## src/rtl/lgn_frame_streamer_if.sv

```systemverilog
// Host/core side signal bundle of the LGN frame streamer: pattern RAM write
// port, run controls, the byte link to the core and the captured results.
interface lgn_frame_streamer_if #(
    parameter int ADDR_W  = 7,
    parameter int PAT_W   = 2,
    parameter int INDEX_W = 4
);
    logic [1:0]         mode;
    logic               start;
    logic               next_pat;
    logic               pat_we;
    logic [ADDR_W-1:0]  pat_addr;
    logic [7:0]         pat_wdata;
    logic [7:0]         core_ui_in;
    logic [INDEX_W-1:0] core_index;
    logic [7:0]         core_value;
    logic               frame_start;
    logic [PAT_W-1:0]   pat_sel;
    logic [INDEX_W-1:0] res_index;
    logic [7:0]         res_value;
    logic               res_valid;
    logic               res_stable;
    logic               busy;

    modport master (
        input  mode, start, next_pat, pat_we, pat_addr, pat_wdata,
        input  core_index, core_value,
        output core_ui_in, frame_start, pat_sel,
        output res_index, res_value, res_valid, res_stable, busy
    );

    modport slave (
        output mode, start, next_pat, pat_we, pat_addr, pat_wdata,
        output core_index, core_value,
        input  core_ui_in, frame_start, pat_sel,
        input  res_index, res_value, res_valid, res_stable, busy
    );
endinterface

```

## src/rtl/lgn_frame_streamer.sv

```systemverilog
// Frame RAM feeder for the LGN MNIST core: streams one stored bitmap byte per
// clock and samples the core's classification once per complete frame.
module lgn_frame_streamer #(
    parameter int BYTES_PER_FRAME = 32,
    parameter int NUM_PATTERNS    = 4,
    parameter int CAPTURE_OFFSET  = 1,
    parameter int AUTO_PERIOD     = 6000000,
    parameter int STABLE_COUNT    = 3,
    parameter int INDEX_W         = 4
) (
    input  logic                 clk,
    input  logic                 rst_n,
    lgn_frame_streamer_if.master bus
);
    localparam int CNT_W  = $clog2(BYTES_PER_FRAME);
    localparam int PAT_W  = $clog2(NUM_PATTERNS);
    localparam int ADDR_W = CNT_W + PAT_W;
    localparam int DEPTH  = NUM_PATTERNS * BYTES_PER_FRAME;
    localparam int TMR_W  = $clog2(AUTO_PERIOD);
    localparam int STB_W  = $clog2(STABLE_COUNT + 1);

    localparam logic [CNT_W-1:0] CNT_ZERO = {CNT_W{1'b0}};
    localparam logic [CNT_W-1:0] CNT_LAST = CNT_W'(BYTES_PER_FRAME - 1);
    localparam logic [CNT_W-1:0] CNT_CAP  = CNT_W'(CAPTURE_OFFSET);
    localparam logic [TMR_W-1:0] TMR_LAST = TMR_W'(AUTO_PERIOD - 1);
    localparam logic [STB_W-1:0] STB_MAX  = STB_W'(STABLE_COUNT);

    localparam logic [1:0] MODE_STOP   = 2'b00;
    localparam logic [1:0] MODE_CONT   = 2'b01;
    localparam logic [1:0] MODE_SINGLE = 2'b10;
    localparam logic [1:0] MODE_AUTO   = 2'b11;

    typedef enum logic [1:0] {
        ST_IDLE   = 2'b00,
        ST_STREAM = 2'b01,
        ST_DRAIN  = 2'b10
    } state_t;

    logic [7:0]         mem_r [DEPTH];
    state_t             state_r;
    state_t             state_nxt_s;
    logic [CNT_W-1:0]   cnt_r;
    logic [TMR_W-1:0]   tmr_r;
    logic [STB_W-1:0]   stb_r;
    logic [STB_W-1:0]   stb_nxt_s;
    logic [PAT_W-1:0]   pat_sel_r;
    logic               primed_r;
    logic               pend_r;
    logic               next_pat_d_r;
    logic [7:0]         core_ui_in_r;
    logic               frame_start_r;
    logic [INDEX_W-1:0] res_index_r;
    logic [7:0]         res_value_r;
    logic               res_valid_r;
    logic               res_stable_r;
    logic               busy_r;

    logic               rise_s;
    logic               stream_s;
    logic               expire_s;
    logic               wrap_s;
    logic               capture_s;
    logic               adv_s;
    logic [ADDR_W-1:0]  rd_addr_s;

    // Frame events, advance requests, stability update and next state
    always_comb begin
        rise_s    = bus.next_pat & ~next_pat_d_r;
        stream_s  = (state_r == ST_STREAM);
        expire_s  = stream_s && (bus.mode == MODE_AUTO) && (tmr_r == TMR_LAST);
        wrap_s    = (state_r != ST_IDLE) && (cnt_r == CNT_LAST);
        capture_s = (state_r != ST_IDLE) && primed_r && (cnt_r == CNT_CAP);
        rd_addr_s = {pat_sel_r, cnt_r};

        // Outside IDLE an advance waits for the frame boundary so frames are never split.
        if (state_r == ST_IDLE) begin
            adv_s = pend_r | rise_s;
        end else begin
            adv_s = wrap_s & (pend_r | rise_s | expire_s);
        end

        stb_nxt_s = stb_r;
        if (adv_s) begin
            stb_nxt_s = {STB_W{1'b0}};
        end else if (capture_s) begin
            if (bus.core_index != res_index_r) begin
                stb_nxt_s = STB_W'(1);
            end else if (stb_r != STB_MAX) begin
                stb_nxt_s = stb_r + STB_W'(1);
            end else begin
                stb_nxt_s = stb_r;
            end
        end else begin
            stb_nxt_s = stb_r;
        end

        state_nxt_s = state_r;
        case (state_r)
            ST_IDLE: begin
                if ((bus.mode == MODE_CONT) || (bus.mode == MODE_AUTO) ||
                    ((bus.mode == MODE_SINGLE) && bus.start)) begin
                    state_nxt_s = ST_STREAM;
                end else begin
                    state_nxt_s = ST_IDLE;
                end
            end
            ST_STREAM: begin
                if (wrap_s) begin
                    case (bus.mode)
                        MODE_STOP:   state_nxt_s = ST_IDLE;
                        MODE_SINGLE: state_nxt_s = ST_DRAIN;
                        default:     state_nxt_s = ST_STREAM;
                    endcase
                end else begin
                    state_nxt_s = ST_STREAM;
                end
            end
            ST_DRAIN: begin
                // A drain that lost its primed flag to an advance gives up at the wrap.
                if (capture_s || wrap_s) begin
                    state_nxt_s = ST_IDLE;
                end else begin
                    state_nxt_s = ST_DRAIN;
                end
            end
            default: state_nxt_s = ST_IDLE;
        endcase
    end

    // Control FSM, counters and all registered outputs
    always_ff @(posedge clk or negedge rst_n) begin
        if (!rst_n) begin
            state_r       <= ST_IDLE;
            cnt_r         <= {CNT_W{1'b0}};
            tmr_r         <= {TMR_W{1'b0}};
            stb_r         <= {STB_W{1'b0}};
            pat_sel_r     <= {PAT_W{1'b0}};
            primed_r      <= 1'b0;
            pend_r        <= 1'b0;
            next_pat_d_r  <= 1'b0;
            core_ui_in_r  <= 8'h00;
            frame_start_r <= 1'b0;
            res_index_r   <= {INDEX_W{1'b0}};
            res_value_r   <= 8'h00;
            res_valid_r   <= 1'b0;
            res_stable_r  <= 1'b0;
            busy_r        <= 1'b0;
        end else begin
            state_r      <= state_nxt_s;
            busy_r       <= (state_nxt_s != ST_IDLE);
            next_pat_d_r <= bus.next_pat;

            if (stream_s) begin
                core_ui_in_r <= mem_r[rd_addr_s];
            end else begin
                core_ui_in_r <= 8'h00;
            end
            frame_start_r <= stream_s && (cnt_r == CNT_ZERO);

            if (state_r == ST_IDLE) begin
                cnt_r <= {CNT_W{1'b0}};
            end else begin
                cnt_r <= cnt_r + CNT_W'(1);
            end

            if (expire_s) begin
                tmr_r <= {TMR_W{1'b0}};
            end else if (stream_s && (bus.mode == MODE_AUTO)) begin
                tmr_r <= tmr_r + TMR_W'(1);
            end else begin
                tmr_r <= tmr_r;
            end

            // Button edge and timer expiry merge into one pending request.
            if (adv_s) begin
                pend_r    <= 1'b0;
                pat_sel_r <= pat_sel_r + PAT_W'(1);
            end else begin
                pend_r    <= pend_r | rise_s | expire_s;
                pat_sel_r <= pat_sel_r;
            end

            if (adv_s || (state_nxt_s == ST_IDLE)) begin
                primed_r <= 1'b0;
            end else if (wrap_s && stream_s) begin
                primed_r <= 1'b1;
            end else begin
                primed_r <= primed_r;
            end

            stb_r        <= stb_nxt_s;
            res_stable_r <= (stb_nxt_s == STB_MAX);
            res_valid_r  <= capture_s;
            if (capture_s) begin
                res_index_r <= bus.core_index;
                res_value_r <= bus.core_value;
            end else begin
                res_index_r <= res_index_r;
                res_value_r <= res_value_r;
            end
        end
    end

    // Pattern RAM write port; contents survive reset
    always_ff @(posedge clk) begin
        if (bus.pat_we) begin
            mem_r[bus.pat_addr] <= bus.pat_wdata;
        end
    end

    assign bus.core_ui_in  = core_ui_in_r;
    assign bus.frame_start = frame_start_r;
    assign bus.pat_sel     = pat_sel_r;
    assign bus.res_index   = res_index_r;
    assign bus.res_value   = res_value_r;
    assign bus.res_valid   = res_valid_r;
    assign bus.res_stable  = res_stable_r;
    assign bus.busy        = busy_r;
endmodule
```

## src/flat_wrapper.sv

```systemverilog
// flat-port wrapper written by rule: the top's interface ports become plain ports
module lgn_frame_streamer_flat 
#(
    parameter int BYTES_PER_FRAME = 32,
    parameter int NUM_PATTERNS    = 4,
    parameter int CAPTURE_OFFSET  = 1,
    parameter int AUTO_PERIOD     = 6000000,
    parameter int STABLE_COUNT    = 3,
    parameter int INDEX_W         = 4
)
  (clk, rst_n, bus_mode, bus_start, bus_next_pat, bus_pat_we, bus_pat_addr, bus_pat_wdata, bus_core_index, bus_core_value, bus_core_ui_in, bus_frame_start, bus_pat_sel, bus_res_index, bus_res_value, bus_res_valid, bus_res_stable, bus_busy);
  lgn_frame_streamer_if #(.INDEX_W(INDEX_W)) bus_i ();
  input  logic clk;
  input  logic rst_n;
  input wire logic [$bits(bus_i.mode)-1:0] bus_mode;
  input wire logic [$bits(bus_i.start)-1:0] bus_start;
  input wire logic [$bits(bus_i.next_pat)-1:0] bus_next_pat;
  input wire logic [$bits(bus_i.pat_we)-1:0] bus_pat_we;
  input wire logic [$bits(bus_i.pat_addr)-1:0] bus_pat_addr;
  input wire logic [$bits(bus_i.pat_wdata)-1:0] bus_pat_wdata;
  input wire logic [$bits(bus_i.core_index)-1:0] bus_core_index;
  input wire logic [$bits(bus_i.core_value)-1:0] bus_core_value;
  output wire logic [$bits(bus_i.core_ui_in)-1:0] bus_core_ui_in;
  output wire logic [$bits(bus_i.frame_start)-1:0] bus_frame_start;
  output wire logic [$bits(bus_i.pat_sel)-1:0] bus_pat_sel;
  output wire logic [$bits(bus_i.res_index)-1:0] bus_res_index;
  output wire logic [$bits(bus_i.res_value)-1:0] bus_res_value;
  output wire logic [$bits(bus_i.res_valid)-1:0] bus_res_valid;
  output wire logic [$bits(bus_i.res_stable)-1:0] bus_res_stable;
  output wire logic [$bits(bus_i.busy)-1:0] bus_busy;
  assign bus_i.mode = bus_mode;
  assign bus_i.start = bus_start;
  assign bus_i.next_pat = bus_next_pat;
  assign bus_i.pat_we = bus_pat_we;
  assign bus_i.pat_addr = bus_pat_addr;
  assign bus_i.pat_wdata = bus_pat_wdata;
  assign bus_i.core_index = bus_core_index;
  assign bus_i.core_value = bus_core_value;
  assign bus_core_ui_in = bus_i.core_ui_in;
  assign bus_frame_start = bus_i.frame_start;
  assign bus_pat_sel = bus_i.pat_sel;
  assign bus_res_index = bus_i.res_index;
  assign bus_res_value = bus_i.res_value;
  assign bus_res_valid = bus_i.res_valid;
  assign bus_res_stable = bus_i.res_stable;
  assign bus_busy = bus_i.busy;
  lgn_frame_streamer #(.BYTES_PER_FRAME(BYTES_PER_FRAME), .NUM_PATTERNS(NUM_PATTERNS), .CAPTURE_OFFSET(CAPTURE_OFFSET), .AUTO_PERIOD(AUTO_PERIOD), .STABLE_COUNT(STABLE_COUNT), .INDEX_W(INDEX_W)) u_core (.clk(clk), .rst_n(rst_n), .bus(bus_i));
endmodule
```

## config.mk

```make
export PLATFORM = sky130hd
export DESIGN_NAME = lgn_frame_streamer_flat
export DESIGN_NICKNAME = d
export VERILOG_FILES = /design/src/rtl/lgn_frame_streamer_if.sv /design/src/rtl/lgn_frame_streamer.sv /design/src/flat_wrapper.sv
export SDC_FILE = /design/constraint.sdc
export NUM_CORES = 1
export LEC_CHECK = 0
export CAP_MARGIN = 10
export CORE_UTILIZATION = 55
export CTS_BUF_LIST = sky130_fd_sc_hd__clkbuf_2
export CTS_CLUSTER_DIAMETER = 80
export DETAILED_ROUTE_END_ITERATION = 8
export DONT_BUFFER_PORTS = 1
export PLACE_DENSITY = 0.77
export REMOVE_ABC_BUFFERS = 1
export SLEW_MARGIN = 15
export SYNTH_ARGS = -nofsm -noshare
export SYNTH_HDL_FRONTEND = slang
export SYNTH_SLANG_ARGS = --single-unit
```

## constraint.sdc

```tcl
create_clock -name clk -period 4.2 [get_ports clk]
set_clock_uncertainty 0.2 [all_clocks]
set_input_delay 1.26 -clock clk [delete_from_list [all_inputs] [get_ports clk]]
set_output_delay 1.26 -clock clk [all_outputs]
set_load 0.01 [all_outputs]
```

## Yosys cells after proc, flatten, opt, wreduce, memory -nomap -nowiden

Memory sizes are Yosys's and may differ from the RTL's.
Cells that the tools add are included.

- Register bits after elaboration: 61
- Bits in latches: 0
- Memory bits (writable): 1024
- Memory bits (read-only): 0
- Bits of input ports: 34
- Output and inout bits: 26
- Word-level logic and storage cells: 75
- Memories kept: 1

- $add $sub $neg: 4
- Multipliers: 0
- Divide/modulo/power cells: 0
- Magnitude comparators: 0
- Equal/unequal tests: 11
- Shifts and indexed selects: 0
- Muxes and demuxes: 19
- Bitwise gates (word level): 5
- Reduce and logical (&&, ||, !) cells: 20

Memories:

| name | words | bits a word | read ports | clocked after memory_dff | write ports | RTL line | RTL |
|---|---|---|---|---|---|---|---|
| u_core.mem_r | 128 | 8 | 1 | 0 | 1 | lgn_frame_streamer.sv:39 | `logic [7:0] mem_r [DEPTH];` |

Operators by type and width:

| operator | number |
|---|---|
| $mux 23 | 2 |
| $add 23x1->23 const B | 1 |
| $eq 23x23->1 const B | 1 |
| $mux 2 | 6 |
| $eq 2x2->1 const B | 4 |
| $logic_and 1x1->1 | 8 |
| $mux 8 | 1 |
| $reduce_bool 2->1 | 4 |
| $mux 1 | 7 |
| $logic_not 2->1 | 3 |
| $pmux 2 s3 | 1 |
| $add 5x1->5 const B | 1 |
| $eq 5x1->1 const B | 1 |
| $eq 5x5->1 const B | 1 |
| $logic_not 5->1 | 1 |
| $mux 5 | 1 |
| $add 2x1->2 const B | 2 |
| $eq 2x1->1 const B | 2 |
| $logic_or 1x1->1 | 4 |
| $ne 4x4->1 | 1 |
| $pmux 2 s2 | 1 |
| $and 1x1->1 | 2 |
| $ne 2x2->1 const B | 1 |
| $or 1x1->1 | 2 |
| $not 1->1 | 1 |

## Longest topological paths before layout

Gate-level depths: netlist (run 1).

- Word-level depth: 9
- Gate-level depth with buffers: 12
- Gate-level depth less buffers: 8

## Worst setup path before layout (run 1)

No wires, ideal clock.

- Path kind: in2reg
- From: input bus_pat_we
- To: memory u_core.mem_r[110][0], enable pin
- Setup time: 0.370 ns
- Arrival: 2.493 ns
- Data required time: 3.630 ns
- Path slack: 1.137 ns
- Stages: 5
- Buffers on the path: 2
- Cells stage by stage: clkbuf_1 > nor2b_1 > nand3_1 > clkbuf_1 > nor2_1

- Word-level cells in the longest chain between the ends: 2

RTL lines:

| what | RTL line | RTL |
|---|---|---|
| start: declaration | flat_wrapper.sv:18 | `input wire logic [$bits(bus_i.pat_we)-1:0] bus_pat_we;` |
| $mux 1 | lgn_frame_streamer.sv:206 | `if (bus.pat_we) begin` |
| $mux 1 (not written as such) | lgn_frame_streamer.sv:207 | `mem_r[bus.pat_addr] <= bus.pat_wdata;` |
| end: declaration | lgn_frame_streamer.sv:39 |  |

No other way between the ends.

## Final worst setup path (run 1)

- From: register u_core.pat_sel_r[0] (netlist: u_core.bus.pat_sel[0])
- To: output bus_pat_sel[0]

RTL lines:

| what | RTL line | RTL |
|---|---|---|
| start: declaration | lgn_frame_streamer.sv:46 | `logic [PAT_W-1:0] pat_sel_r;` |
| start signal: assignment | lgn_frame_streamer.sv:137 | `pat_sel_r <= {PAT_W{1'b0}};` |
| start signal: assignment | lgn_frame_streamer.sv:177 | `pat_sel_r <= pat_sel_r + PAT_W'(1);` |
| start signal: assignment | lgn_frame_streamer.sv:180 | `pat_sel_r <= pat_sel_r;` |
| end: declaration | flat_wrapper.sv:25 | `output wire logic [$bits(bus_i.pat_sel)-1:0] bus_pat_sel;` |

No word-level cell between the ends.

==> out/results.ini, run 1 <==
[power]
power.clock.fraction_pct = 24.3
p_leak_nw = 16.0
pwr-share-comb_pct = 29.5
swShare_pct = 33.7
vdd_drop_max_mv = 0.430
power_frac_seq_pct = 46.3
cellInternalPower_mw = 18.0
powerDensity_nw_per_um2 = 574
power_switching_mw = 9.15

[timing]
maximum_frequency_from_static_timing_analysis_ghz = 0.281
max_slew_vio_count = 0
fin_crit_sh_pct = 84.6
period_minus_slack_ps = 3550
worst-slew-pin-transition_ps = 1260
slew-limit-headroom_pct = 15.8
final_worst_path_setup_slack_ps = 648
hold_viol_final = 0
hold_slack_ps = 73.4
final-setup-viol-count = 0
setup_repair_after_global_routing_missed_its_margin = false

[route]
viasPerCell = 6.29
detailroute.via_count = 23400
routed_wire_length_per_instance_um = 27.7
detail-route-antenna-nets = 0
post-route-drc-count = 0
detailed_routing_wirelength_on_met1_um = 38000
routed-wl-met3_um = 12000
detailedRoute.firstIterationViolations = 2943
finalWirelength_um = 103000
top_signal_layer_used = met5
drt_pass1_iterations = 5
met2_wirelength_um = 49000

[min_path]
min_path_cells = 1
min_delay_worst_endpoint = u_core.mem_r[56][3]
worst_hold_startpoint = bus_pat_wdata[3]
timing.hold.worst.class = input port to flip-flop

[critical_path]
critical_path.max_fanout = 9
regToRegEndpoint = u_core.bus.core_ui_in[5]
cp.arrival_ps = 2090
kind_of_critical_path = flip-flop to output port
required_ps = 2740
start_kind = flip-flop
worst-r2r-cell-count = 5
regToRegSetupSlack_ps = 680
crit_path_end_kind = output port
critical_register_to_register_path_startpoint = u_core.cnt_r[0]

[die]
rows = 101
dieHeight_um = 281
die_w_um = 281
floorplan.initialDensity_pct = 56.0
design.die.area_um2 = 79000
io_pins = 60
design.core.area_um2 = 76500

[finish]
final-instance-count-excl-fill = 3726
multi_input_comb_area_um2 = 9790
final_layout_size_suffix_gt1_share_pct = 30.2
area_growth_pct = 10.6
n_fill_cell = 5251
postLayoutCoreUtil_pct = 61.9
layout.nets = 2565
register_area_um2 = 32300

[logic_synthesis]
yosys-top-cells-count = edfxtp_1 (1024), mux4_2 (197), nor2_1 (163)
syn-mean-instance-area_um2 = 19.6
synth_top_area_share_pct = 71.8
count_of_flip_flops_with_a_built_in_enable_after_synthesis = 1024
library_cells_used_by_synthesis = 65
synthMostInstantiatedCell = edfxtp_1
synth_area_um2 = 42800
synth.top_cells.by_area = edfxtp_1 (72%), mux4_2 (10%), dfrtp_1 (3.6%)
synth_sequential_area_ratio_pct = 75.4
mapped_cells = 2180
asyncSetResetFlopFracSynth_pct = 5.62
synth.yosys.warnings = 0
synth_top_flop_cell = edfxtp_1
synth-seq-cells = 1085
synth_largest_area_cell = edfxtp_1

[clock_network]
clock_insertion_delay_worst_skew_ps = 1490
clk_path_buf_depth = 4
cts_buffers = 280
cts.reportedPaths.clkPinSlew_ps = 110
tritoncts = built
cts_h_tree_depth = 5
clockRootBuffer = clkbuf_2
numClockSinks = 1085
cts.repair_timing.setup_buffer_count = 0

[outcome]
run_status = complete, no violations

[global_route]
grt_max_degree = 129
first_global_vias = 24200
global_route_wire_length_before_repair_um = 153000
grt_overflow_total = 0
global_route.usage.total_pct = 26.9
antenna_found_initial = 4

[placement]
port_buffers = 0
placed_cells = 3240
place.detailed.hpwl_um = 60500
gp_congestion = 0.891
dp_slack_ps = 543

[run]
cap_viol_max_count = 0

==> metal layers <==
| metal | vias up | GRT usage (%) |
|---|---|---|
| li1 | 9735 | - |
| met1 | 11800 | 35.2 |
| met2 | 1645 | 41.3 |
| met3 | 283 | 8.17 |
| met4 | 4 | 13.4 |
| met5 | - | 0 |
==> final cells by class <==
| type | instances | area share [%] |
|---|---|---|
| Multi-Input combinational cell | 967 | 20.7 |
| Clock inverter | 66 | 0.713 |
| Sequential cell | 1085 | 68.2 |
| Timing Repair Buffer | 180 | 3.55 |
| Antenna cell | 8 | 0.0423 |
| Clock buffer | 378 | 4.00 |
| Tap cell | 1030 | 2.72 |
| Inverter | 12 | 0.0951 |
==> power groups by stage <==
| stage | sequential [mW] | clock [mW] | combinational [mW] |
|---|---|---|---|
| after floorplan | 13.1 | 0 | 4.06 |
| after global placement | 12.8 | 0 | 7.57 |
| after detailed placement | 12.8 | 0 | 7.67 |
| after CTS | 12.6 | 6.71 | 7.93 |
| after global routing | 12.6 | 7.21 | 8.35 |
| final | 12.6 | 6.60 | 8.01 |
==> worst max path at each step <==
stage | cells past startpoint | to | start | slack, ps
after floorplan | 6 | u_core.bus.core_ui_in[3] | u_core.cnt_r[0] | -8030
after global placement | 5 | u_core.bus.core_ui_in[5] | u_core.cnt_r[0] | 550
after detailed placement | 5 | u_core.bus.core_ui_in[5] | u_core.cnt_r[0] | 540
after CTS | 0 | bus_pat_sel[0] | u_core.bus.pat_sel[0] | 530
after global routing | 0 | bus_pat_sel[0] | u_core.bus.pat_sel[0] | 490
final | 0 | bus_pat_sel[0] | u_core.bus.pat_sel[0] | 650
==> layout by cell type, fill, tap and decap left out, types with 8 or more instances in the layout <==
cell and instances:
xnor2_1 17, diode_2 8, o2111ai_1 9, inv_1 11, xor2_1 9, nand3_1 50, a211oi_1 11, a21oi_1 27
edfxtp_1 1024, buf_16 9, mux4_1 9, mux4_2 197, a221oi_1 16, clkinv_1 52, clkbuf_2 378, dlygate4sd3_1 25
nor2b_1 20, o221ai_1 14, clkinv_2 9, nand2_1 72, a22oi_1 16, nor3_1 27, mux2i_1 119, nand4_1 13
dfrtp_1 56, buf_4 139, mux2_2 53, o21ai_0 23, o22ai_1 13, nor2_1 163
==> through the flow <==
step	cell area, um^2	power (mW)	TNS, ps
5_1_grt	47300	28.2	0
2_1_floorplan	42100	17.2	-273330
3_5_place_dp	44600	20.5	0
6_report	47400	27.2	0
3_3_place_gp	44600	20.4	0
4_1_cts	47300	27.2	0
==> state kept, by name, summed over array words and instances (netlist names) <==
name,cells
u_core.state_r,2
u_core.cnt_r,5
u_core.bus.busy,1
u_core.stb_r,2
u_core.pend_r,1
u_core.bus.core_ui_in,8
u_core.primed_r,1
u_core.bus.res_value,8
u_core.next_pat_d_r,1
u_core.bus.res_index,4
u_core.bus.frame_start,1
u_core.bus.pat_sel,2
u_core.tmr_r,23
u_core.bus.res_valid,1
u_core.mem_r,1024
u_core.bus.res_stable,1
==> repair_timing <==
item | CTS | global route
resized for setup | 0 | 0
endpoints found under the hold margin | 1179 | 3
endpoints found under the setup margin | 0 | 0
hold buffers | 32 | 2
==> cell families (layout without fill, tap and decap cells) <==
group,count (synthesis),after routing,synth area share [%]
AOI/OAI and AO/OA,173,173,2.95
xor gates and xnor gates,26,26,0.532
adders and majority gates,5,5,0.146
buffers and inverters,128,636,1.76
DFF,1085,1085,75.4
muxes,378,378,15.1
other,0,8,0
and+or+nand+nor,385,385,4.14
Note: power is estimated with default switching activity, not from simulation.
==> run 2: changes to the inputs <==
==> constraint.sdc (replaced) <==
create_clock -name clk -period 3.4 [get_ports clk]
set_clock_uncertainty 0.2 [all_clocks]
set_input_delay 1.02 -clock clk [delete_from_list [all_inputs] [get_ports clk]]
set_output_delay 1.02 -clock clk [all_outputs]
set_load 0.01 [all_outputs]
==> run 2 against run 1 <==
Net effect: global-route usage is 0.16 points higher; worst setup slack got worse by 560 ps; utilization up 0.89 points; sequential cell count unchanged; wire length is 0.69% higher; critical path depth unchanged; register-to-register slack worse by 500 ps; largest cell class unchanged; highest routed layer unchanged.
==> out/results.ini, run 2 (same netlist as run 1, synthesis figures left out) <==
[global_route]
grt_overflow_total = 0
global_route.usage.total_pct = 27.1
grt_max_degree = 129
first_global_vias = 24500
antenna_found_initial = 5
global_route_wire_length_before_repair_um = 154000

[finish]
n_fill_cell = 5244
largest_register_ffs = 1024
most-common-layout-cells = edfxtp_1 (1024), clkbuf_2 (392), mux4_2 (197), buf_4 (183), nor2_1 (163)
area_growth_pct = 12.2
layout.cells.most_common = edfxtp_1
postLayoutCoreUtil_pct = 62.8
multi_input_comb_area_um2 = 9790
layout_top_registers = u_core.mem_r (1024), u_core.tmr_r (23)
layout.nets = 2638
register_area_um2 = 32300
final_layout_size_suffix_gt1_share_pct = 31.9
layout.cell_area.non_filler_um2 = 48000
register_ranked_first_by_flip_flop_count = u_core.mem_r

[timing]
period_minus_slack_ps = 3310
slew-limit-headroom_pct = 33.5
max_slew_vio_count = 0
final_worst_path_setup_slack_ps = 90.9
setup_repair_after_global_routing_missed_its_margin = false
setup-tns-final_ps = 0
final-setup-viol-count = 0
fin_crit_sh_pct = 97.3
hold_viol_final = 0
maximum_frequency_from_static_timing_analysis_ghz = 0.302
worst-slew-pin-transition_ps = 998

[clock_network]
numClockSinks = 1085
cts_buffers = 279
clock_insertion_delay_worst_skew_ps = 1480
cts.reportedPaths.clkPinSlew_ps = 100
clk_path_buf_depth = 4
clockRootBuffer = clkbuf_2
cts.repair_timing.setup_buffer_count = 0
cts_h_tree_depth = 5
tritoncts = built

[route]
routed_wire_length_per_instance_um = 27.4
detailroute.via_count = 23800
drt_pass1_iterations = 9
finalWirelength_um = 104000
viasPerCell = 6.29
detailedRoute.firstIterationViolations = 3021
detail-route-antenna-nets = 0
post-route-drc-count = 0

[power]
p_leak_nw = 16.4
powerDensity_nw_per_um2 = 707
vdd_drop_max_mv = 0.446

[die]
io_pins = 60
floorplan.initialDensity_pct = 56.0
design.die.area_um2 = 79000
design.core.area_um2 = 76500
rows = 101
dieHeight_um = 281
die_w_um = 281

[outcome]
run_status = complete, no violations

[critical_path]
critical_path.max_fanout = 9
kind_of_critical_path = flip-flop to output port
crit_path_end_kind = output port
required_ps = 2180
start_kind = flip-flop
cp.arrival_ps = 2090

[min_path]
timing.hold.worst.class = input port to flip-flop

[placement]
placedInstanceArea_um2 = 45100
dp_slack_ps = 263
port_buffers = 0
place.detailed.hpwl_um = 61300
gp_congestion = 0.896

[run]
cap_viol_max_count = 0

## run 2: changes by cell type in the layout (fill, tap and decap cells not counted), sizes merged
| cell | change |
|---|---|
| buf | +54 |
| bufinv | -1 |
| clkbuf | +14 |
| clkinv | -28 |
| dlygate4sd3 | +20 |
| inv | +3 |
## run 2: area by class of cell
| type | instances | area share (%) |
|---|---|---|
| repair buffers | 254 | 5.04 |
| multi-input cells | 967 | 20.4 |
| well taps | 1030 | 2.68 |
| diodes | 8 | 0.0417 |
| inverters | 12 | 0.0938 |
| flip-flops and latches | 1085 | 67.2 |
| clock inverters | 40 | 0.430 |
| clock buffers | 392 | 4.08 |
## run 2: path summary, 6_finish.rpt
kind / start / end / slack, ps / depth (start not counted)
setup reg to reg: u_core.cnt_r[1] / u_core.bus.core_ui_in[5] / 180 / 6
hold / removal: bus_pat_addr[5] / u_core.mem_r[54][7] / 60 / 3
setup / recovery: u_core.bus.pat_sel[0] / bus_pat_sel[0] / 90 / 0
hold reg to reg: u_core.tmr_r[6] / u_core.tmr_r[6] / 290 / 1
max in group asynchronous: rst_n / u_core.tmr_r[17] / 2050 / 4
min in group asynchronous: rst_n / u_core.bus.res_value[0] / 540 / 4
## run 2: layer usage
metal  GRT usage, %  up-vias  routed length [um]
met4           12.8        2                4290
met3           7.43      298               11900
met1           36.3    12100               38600
li1               -     9871                   -
met2           41.5     1578               49100
met5              0        -                  17
## run 2: stage by stage
stage,power [mW],hold WS [ps],instances
global placement,25.5,262,3293
CTS,34.0,5.20,3780
detailed placement,25.6,279,3293
floorplan,20.5,246,2064
finish,34.0,64.3,3788
global route,35.2,60.3,3785
## run 2: what timing repair did
item / in CTS / in global routing
endpoints found under the setup margin: 2 / 0
gates resized for setup: 2 / 0
endpoints found under the hold margin: 1469 / 0
hold buffers: 55 / 0
## run 2: where the power goes
group	internal, mW	switching (mW)
registers	14.9	0.627
clock network	3.18	4.95
logic	4.55	5.79
total	22.6	11.4
